===== config.mk =====
export PLATFORM = sky130hd
export DESIGN_NAME = ram8_master
export DESIGN_NICKNAME = d
export VERILOG_FILES = /design/src/rtl/ram8_master.sv
export SDC_FILE = /design/constraint.sdc
export NUM_CORES = 1
export LEC_CHECK = 0
export ABC_AREA = 1
export BUFFER_PORTS_ARGS = -buffer_cell sky130_fd_sc_hd__buf_4
export CORE_MARGIN = 1
export CORE_UTILIZATION = 50
export DETAILED_ROUTE_END_ITERATION = 8
export HOLD_SLACK_MARGIN = 0.15
export PLACE_DENSITY_LB_ADDON = 0.05
export SYNTH_ARGS = -nofsm -noshare
export SYNTH_HDL_FRONTEND = slang
export SYNTH_SLANG_ARGS = --single-unit

===== constraint.sdc =====
create_clock -name clk -period 2.2 [get_ports clk]
set_input_delay 0.11 -clock clk [delete_from_list [all_inputs] [get_ports clk]]
set_output_delay 0.11 -clock clk [all_outputs]
set_load 0.01 [all_outputs]

===== src/rtl/ram8_master.sv =====
// rtl/ram8_master.sv - command-driven initiator for an 8x16 RAM8 memory port
module ram8_master #(
  parameter int DATA_W = 16,
  parameter int ADDR_W = 3
) (
  input  logic              clk,
  input  logic              rst_n,
  input  logic              cmd_valid,
  output logic              cmd_ready,
  input  logic [1:0]        cmd_op,
  input  logic [ADDR_W-1:0] cmd_addr,
  input  logic [DATA_W-1:0] cmd_wdata,
  output logic              rsp_valid,
  input  logic              rsp_ready,
  output logic [DATA_W-1:0] rsp_data,
  output logic              done,
  output logic              err,
  output logic              mem_load,
  output logic [ADDR_W-1:0] mem_addr,
  output logic [DATA_W-1:0] mem_wdata,
  input  logic [DATA_W-1:0] mem_rdata
);

  localparam logic [1:0] OP_READ  = 2'b00;
  localparam logic [1:0] OP_WRITE = 2'b01;
  localparam logic [1:0] OP_CLEAR = 2'b10;
  localparam logic [ADDR_W:0] CNT_ONE = {{ADDR_W{1'b0}}, 1'b1};

  typedef enum logic [2:0] {
    S_IDLE, S_WRITE, S_RD_WAIT, S_RD_CAP, S_RESP, S_CLEAR
  } state_t;

  state_t state, state_nxt;

  // Clear sweep counter is one bit wider than the address so the 7->0 wrap
  // shows up in the top bit and ends the sweep instead of repeating it.
  logic [ADDR_W:0]   clr_cnt, clr_cnt_nxt, clr_cnt_inc;
  logic              accept;
  logic              cmd_ready_nxt, rsp_valid_nxt, done_nxt, err_nxt, mem_load_nxt;
  logic [DATA_W-1:0] rsp_data_nxt, mem_wdata_nxt;
  logic [ADDR_W-1:0] mem_addr_nxt;

  assign accept      = cmd_valid & cmd_ready;
  assign clr_cnt_inc = clr_cnt + CNT_ONE;

  // State and registered outputs; reset drops every output immediately
  always_ff @(posedge clk or negedge rst_n) begin
    if (!rst_n) begin
      state     <= S_IDLE;
      clr_cnt   <= '0;
      cmd_ready <= 1'b0;
      rsp_valid <= 1'b0;
      rsp_data  <= '0;
      done      <= 1'b0;
      err       <= 1'b0;
      mem_load  <= 1'b0;
      mem_addr  <= '0;
      mem_wdata <= '0;
    end else begin
      state     <= state_nxt;
      clr_cnt   <= clr_cnt_nxt;
      cmd_ready <= cmd_ready_nxt;
      rsp_valid <= rsp_valid_nxt;
      rsp_data  <= rsp_data_nxt;
      done      <= done_nxt;
      err       <= err_nxt;
      mem_load  <= mem_load_nxt;
      mem_addr  <= mem_addr_nxt;
      mem_wdata <= mem_wdata_nxt;
    end
  end

  // Next-state selection
  always_comb begin
    state_nxt = state;
    case (state)
      S_IDLE: begin
        if (accept) begin
          case (cmd_op)
            OP_READ:  state_nxt = S_RD_WAIT;
            OP_WRITE: state_nxt = S_WRITE;
            OP_CLEAR: state_nxt = S_CLEAR;
            default:  state_nxt = S_IDLE;
          endcase
        end
      end
      S_WRITE:   state_nxt = S_IDLE;
      S_RD_WAIT: state_nxt = S_RD_CAP;
      S_RD_CAP:  state_nxt = S_RESP;
      S_RESP:    if (rsp_ready) state_nxt = S_IDLE;
      S_CLEAR:   if (clr_cnt_inc[ADDR_W]) state_nxt = S_IDLE;
      default:   state_nxt = S_IDLE;
    endcase
  end

  // Next values of the registered outputs; anything not driven holds
  always_comb begin
    cmd_ready_nxt = 1'b0;
    done_nxt      = 1'b0;
    err_nxt       = 1'b0;
    mem_load_nxt  = 1'b0;
    rsp_valid_nxt = rsp_valid;
    rsp_data_nxt  = rsp_data;
    mem_addr_nxt  = mem_addr;
    mem_wdata_nxt = mem_wdata;
    clr_cnt_nxt   = clr_cnt;
    case (state)
      S_IDLE: begin
        if (accept) begin
          case (cmd_op)
            OP_READ: mem_addr_nxt = cmd_addr;
            OP_WRITE: begin
              mem_load_nxt  = 1'b1;
              mem_addr_nxt  = cmd_addr;
              mem_wdata_nxt = cmd_wdata;
            end
            OP_CLEAR: begin
              mem_load_nxt  = 1'b1;
              mem_addr_nxt  = '0;
              mem_wdata_nxt = '0;
              clr_cnt_nxt   = '0;
            end
            default: begin
              err_nxt       = 1'b1;
              cmd_ready_nxt = 1'b1;
            end
          endcase
        end else begin
          cmd_ready_nxt = 1'b1;
        end
      end
      S_WRITE: begin
        done_nxt      = 1'b1;
        cmd_ready_nxt = 1'b1;
      end
      S_RD_CAP: begin
        rsp_valid_nxt = 1'b1;
        rsp_data_nxt  = mem_rdata;
      end
      S_RESP: begin
        if (rsp_ready) begin
          rsp_valid_nxt = 1'b0;
          cmd_ready_nxt = 1'b1;
        end
      end
      S_CLEAR: begin
        clr_cnt_nxt = clr_cnt_inc;
        if (clr_cnt_inc[ADDR_W]) begin
          done_nxt      = 1'b1;
          cmd_ready_nxt = 1'b1;
        end else begin
          mem_load_nxt = 1'b1;
          mem_addr_nxt = clr_cnt_inc[ADDR_W-1:0];
        end
      end
      default: ;
    endcase
  end

endmodule


==> insert_results.sql <==
INSERT INTO impl_metrics (metric_group, metric, value, unit) VALUES
('worst_setup_path', 'slowest_stage', 'sky130_fd_sc_hd__dfrtp_1', ''),
('synthesis', 'post_synth_main_area_contributors', 'sky130_fd_sc_hd__dfrtp_1 55%, sky130_fd_sc_hd__nand2_1 16%, sky130_fd_sc_hd__nand3_1 6.7%', ''),
('worst_hold_path', 'min-delay-path-class', 'input pin to register', ''),
('placement', 'gp_congestion', '0.8884', ''),
('worst_setup_path', 'cp_top_family', 'simple AND/OR/NAND/NOR gates', ''),
('route', 'postRouteWirelength', '5237', 'µm'),
('grt', 'global_route_wire_length_before_repair', '8480', 'µm'),
('route', 'drt-pass1-iter-count', '4', ''),
('synthesis', 'synth.top_cell.area_share', '54.56', '%'),
('finish', 'filler_cell_count', '278', ''),
('placement', 'dp_cells', '366', ''),
('synthesis', 'netlist_area', '2156', 'µm²'),
('die', 'floorplan.die.width', '67.67', 'µm'),
('sta', 'layout_worst_path_cycle_share', '65.07', '%'),
('die', 'dieArea', '4579', 'µm²'),
('worst_setup_path', 'crit_type', 'register to register', ''),
('power_and_ir_drop', 'seq_power_share', '40.3', '%'),
('worst_setup_path', 'cp_data_required_time', '2.44', 'ns'),
('sta', 'slew_violations', '0', ''),
('finish', 'layout.cells.non_filler', '409', ''),
('power_and_ir_drop', 'pwr-share-clk', '14.0', '%'),
('worst_setup_path', 'critical_path.most_common_cell', 'sky130_fd_sc_hd__nor2_4', ''),
('synthesis', 'ys_seq_elements', '47', ''),
('worst_setup_path', 'worst-endpoint-arrival', '1.68', 'ns'),
('finish', 'area.sequential', '1176', 'µm²'),
('synthesis', 'syn_avg_cell_area', '8.872', 'µm²'),
('worst_setup_path', 'timing.critical_path.slowest_cell_delay', '0.47', 'ns'),
('die', 'rows', '23', ''),
('synthesis', 'post-synth-top-count-cell', 'sky130_fd_sc_hd__nand2_1', ''),
('power_and_ir_drop', 'net-switching-power', '0.001441', 'W'),
('route', 'detail-route-antenna-nets', '0', ''),
('finish', 'post_route_cells_drive_above_1_share', '29.25', '%'),
('synthesis', 'ys_seq_area_share', '54.56', '%'),
('route', 'drt-wirelength-per-cell', '12.80', 'µm'),
('synthesis', 'postSynthNetCount', '290', ''),
('power_and_ir_drop', 'power.leakage', '1.726', 'nW'),
('die', 'start_util', '53.13', '%'),
('clock_network', 'clk_latency', '0.30', 'ns'),
('sta', 'setup_viol_count_final', '0', ''),
('synthesis', 'synth.top_cells.by_count', '90 x sky130_fd_sc_hd__nand2_1, 47 x sky130_fd_sc_hd__dfrtp_1, 29 x sky130_fd_sc_hd__nand3_1', ''),
('synthesis', 'ys_dominant_reg_cell', 'sky130_fd_sc_hd__dfrtp_1', ''),
('sta', 'grt_setup_unrepaired', 'no', ''),
('worst_setup_path', 'element_type_at_the_critical_path_start', 'register', ''),
('placement', 'port_buffers', '80', ''),
('sta', 'hold_viol_final', '0', ''),
('die', 'core', '4058', 'µm²'),
('route', 'vias_per_cell', '4.976', ''),
('power_and_ir_drop', 'comb_power_share', '45.7', '%'),
('clock_network', 'cts_tree', 'done', ''),
('outcome', 'run_status', 'finished, final reports clean', ''),
('route', 'drc', '0', ''),
('synthesis', 'async_reset_ff_share', '100.0', '%'),
('synthesis', 'yosysTopAreaCell', 'sky130_fd_sc_hd__dfrtp_1', ''),
('sta', 'worst_pin_slew', '0.5718', 'ns'),
('worst_setup_path', 'critPathBufInv', '0', ''),
('power_and_ir_drop', 'switching_share', '39.31', '%'),
('sta', 'maxSlewHeadroom', '61.88', '%'),
('sta', 'final.setup_skew', '0.004957', 'ns'),
('grt', 'gr-total-overflow', '0', ''),
('finish', 'multi_input_comb_area', '859.6', 'µm²'),
('clock_network', 'numClockSinks', '47', ''),
('finish', 'syn_to_final_growth', '48.81', '%'),
('worst_setup_path', 'r2r_setup_slack', '0.77', 'ns'),
('synthesis', 'yosysUniqueCellTypes', '21', ''),
('route', 'vias', '2035', ''),
('grt', 'largest_net_degree_at_the_start_of_global_routing', '48', ''),
('placement', 'detailed_place_hpwl', '3375', 'µm'),
('clock_network', 'root_buffer', 'sky130_fd_sc_hd__clkbuf_8', ''),
('worst_setup_path', 'maximum_fanout_count_along_the_critical_path', '20', ''),
('power_and_ir_drop', 'powerDensity', '1143', 'nW/µm²'),
('finish', 'num-nets-final', '405', '');
## area by class of cell
cell class,instances,share of cell area [%]
multi-input cells,172,26.79
clock inverters,3,0.5850
inverters,15,1.755
clock buffers,5,2.145
well taps,50,1.950
repair buffers,117,30.11
flip-flops and latches,47,36.66
## flip-flops by register name (all words and copies together), names as in the netlist
name	cells
mem_wdata	16
rsp_data	16
clr_cnt	4
mem_addr	3
state	3
cmd_ready	1
done	1
err	1
mem_load	1
rsp_valid	1
## layer usage
layer	vias to the layer above	routed length, µm	global-route usage [%]
li1	1010	-	-
met1	933	2187	28.31
met2	78	2607	44.68
met3	14	313	7.095
met4	0	129	11.17
met5	-	0	0
## worst min-delay path: stages
cell,delay (ns)
sky130_fd_sc_hd__buf_4,0.08
sky130_fd_sc_hd__nand3_1,0.06
sky130_fd_sc_hd__nand2_1,0.06
sky130_fd_sc_hd__nand3_1,0.07
sky130_fd_sc_hd__nand2_1,0.07
## cells in the final DEF (no fill, tap or decap), types with 4 or more instances in the layout
master | netlist | layout
sky130_fd_sc_hd__nand2_1 | 90 | 90
sky130_fd_sc_hd__buf_4 | 1 | 82
sky130_fd_sc_hd__dfrtp_1 | 47 | 47
sky130_fd_sc_hd__dlygate4sd3_1 | 0 | 35
sky130_fd_sc_hd__nand3_1 | 29 | 29
sky130_fd_sc_hd__o21ai_0 | 19 | 19
sky130_fd_sc_hd__inv_1 | 11 | 11
sky130_fd_sc_hd__o21ai_1 | 7 | 7
sky130_fd_sc_hd__nor2_1 | 6 | 6
sky130_fd_sc_hd__ha_1 | 6 | 6
sky130_fd_sc_hd__clkbuf_8 | 0 | 5
sky130_fd_sc_hd__inv_2 | 4 | 4
sky130_fd_sc_hd__nor2_4 | 4 | 4
## final timing paths
| kind | from | to | cells after the start |
|---|---|---|---|
| max in group asynchronous | rst_n | mem_addr[2]$_DFFE_PN0P_ | 2 |
| setup / recovery | state[0]$_DFFE_PN0P_ | mem_wdata[1]$_DFFE_PN0P_ | 5 |
| hold / removal | cmd_addr[1] | mem_addr[1]$_DFFE_PN0P_ | 5 |
| hold reg to reg | mem_addr[0]$_DFFE_PN0P_ | mem_addr[0]$_DFFE_PN0P_ | 2 |
| min in group asynchronous | rst_n | clr_cnt[2]$_DFFE_PN0P_ | 2 |
| setup reg to reg | state[0]$_DFFE_PN0P_ | mem_wdata[1]$_DFFE_PN0P_ | 5 |
## power by group through the flow
stage	Combinational [W]	Sequential [W]	Clock (W)
floorplan	0.000805	0.00160	0
global placement	0.00160	0.00148	0
detailed placement	0.00163	0.00148	0
CTS	0.00168	0.00147	0.000536
global route	0.00187	0.00152	0.000572
finish	0.00168	0.00148	0.000514
## what timing repair did
action                    4_1_cts  5_1_grt
hold buffers                   35        0
gates resized for setup         0        0
hold endpoints to repair       82        0
## kinds of logic after synthesis
family / count (synthesis) / synth area share [%]
adders and majority gates: 6 / 3.482
AOI/OAI and AO/OA: 27 / 6.268
DFF: 47 / 54.56
xor gates and xnor gates: 1 / 0.4063
buffers and inverters: 24 / 5.571
and+or+nand+nor: 138 / 29.72
## metrics by stage
stage,worst slack (ns),instance area [µm²],util (%),hold WS (ns),total power [W]
after floorplan,0.9463,2156,-,-0.1856,0.002409
after global placement,0.7774,2770,68.27,0.1489,0.003083
after detailed placement,0.7507,2770,68.27,0.1541,0.003110
after CTS,0.7680,3208,79.06,0.1645,0.003686
after global routing,0.6395,3208,79.06,0.2016,0.003972
final,0.7684,3208,79.06,0.1784,0.003666
Note: power is estimated with default switching activity, not from simulation.
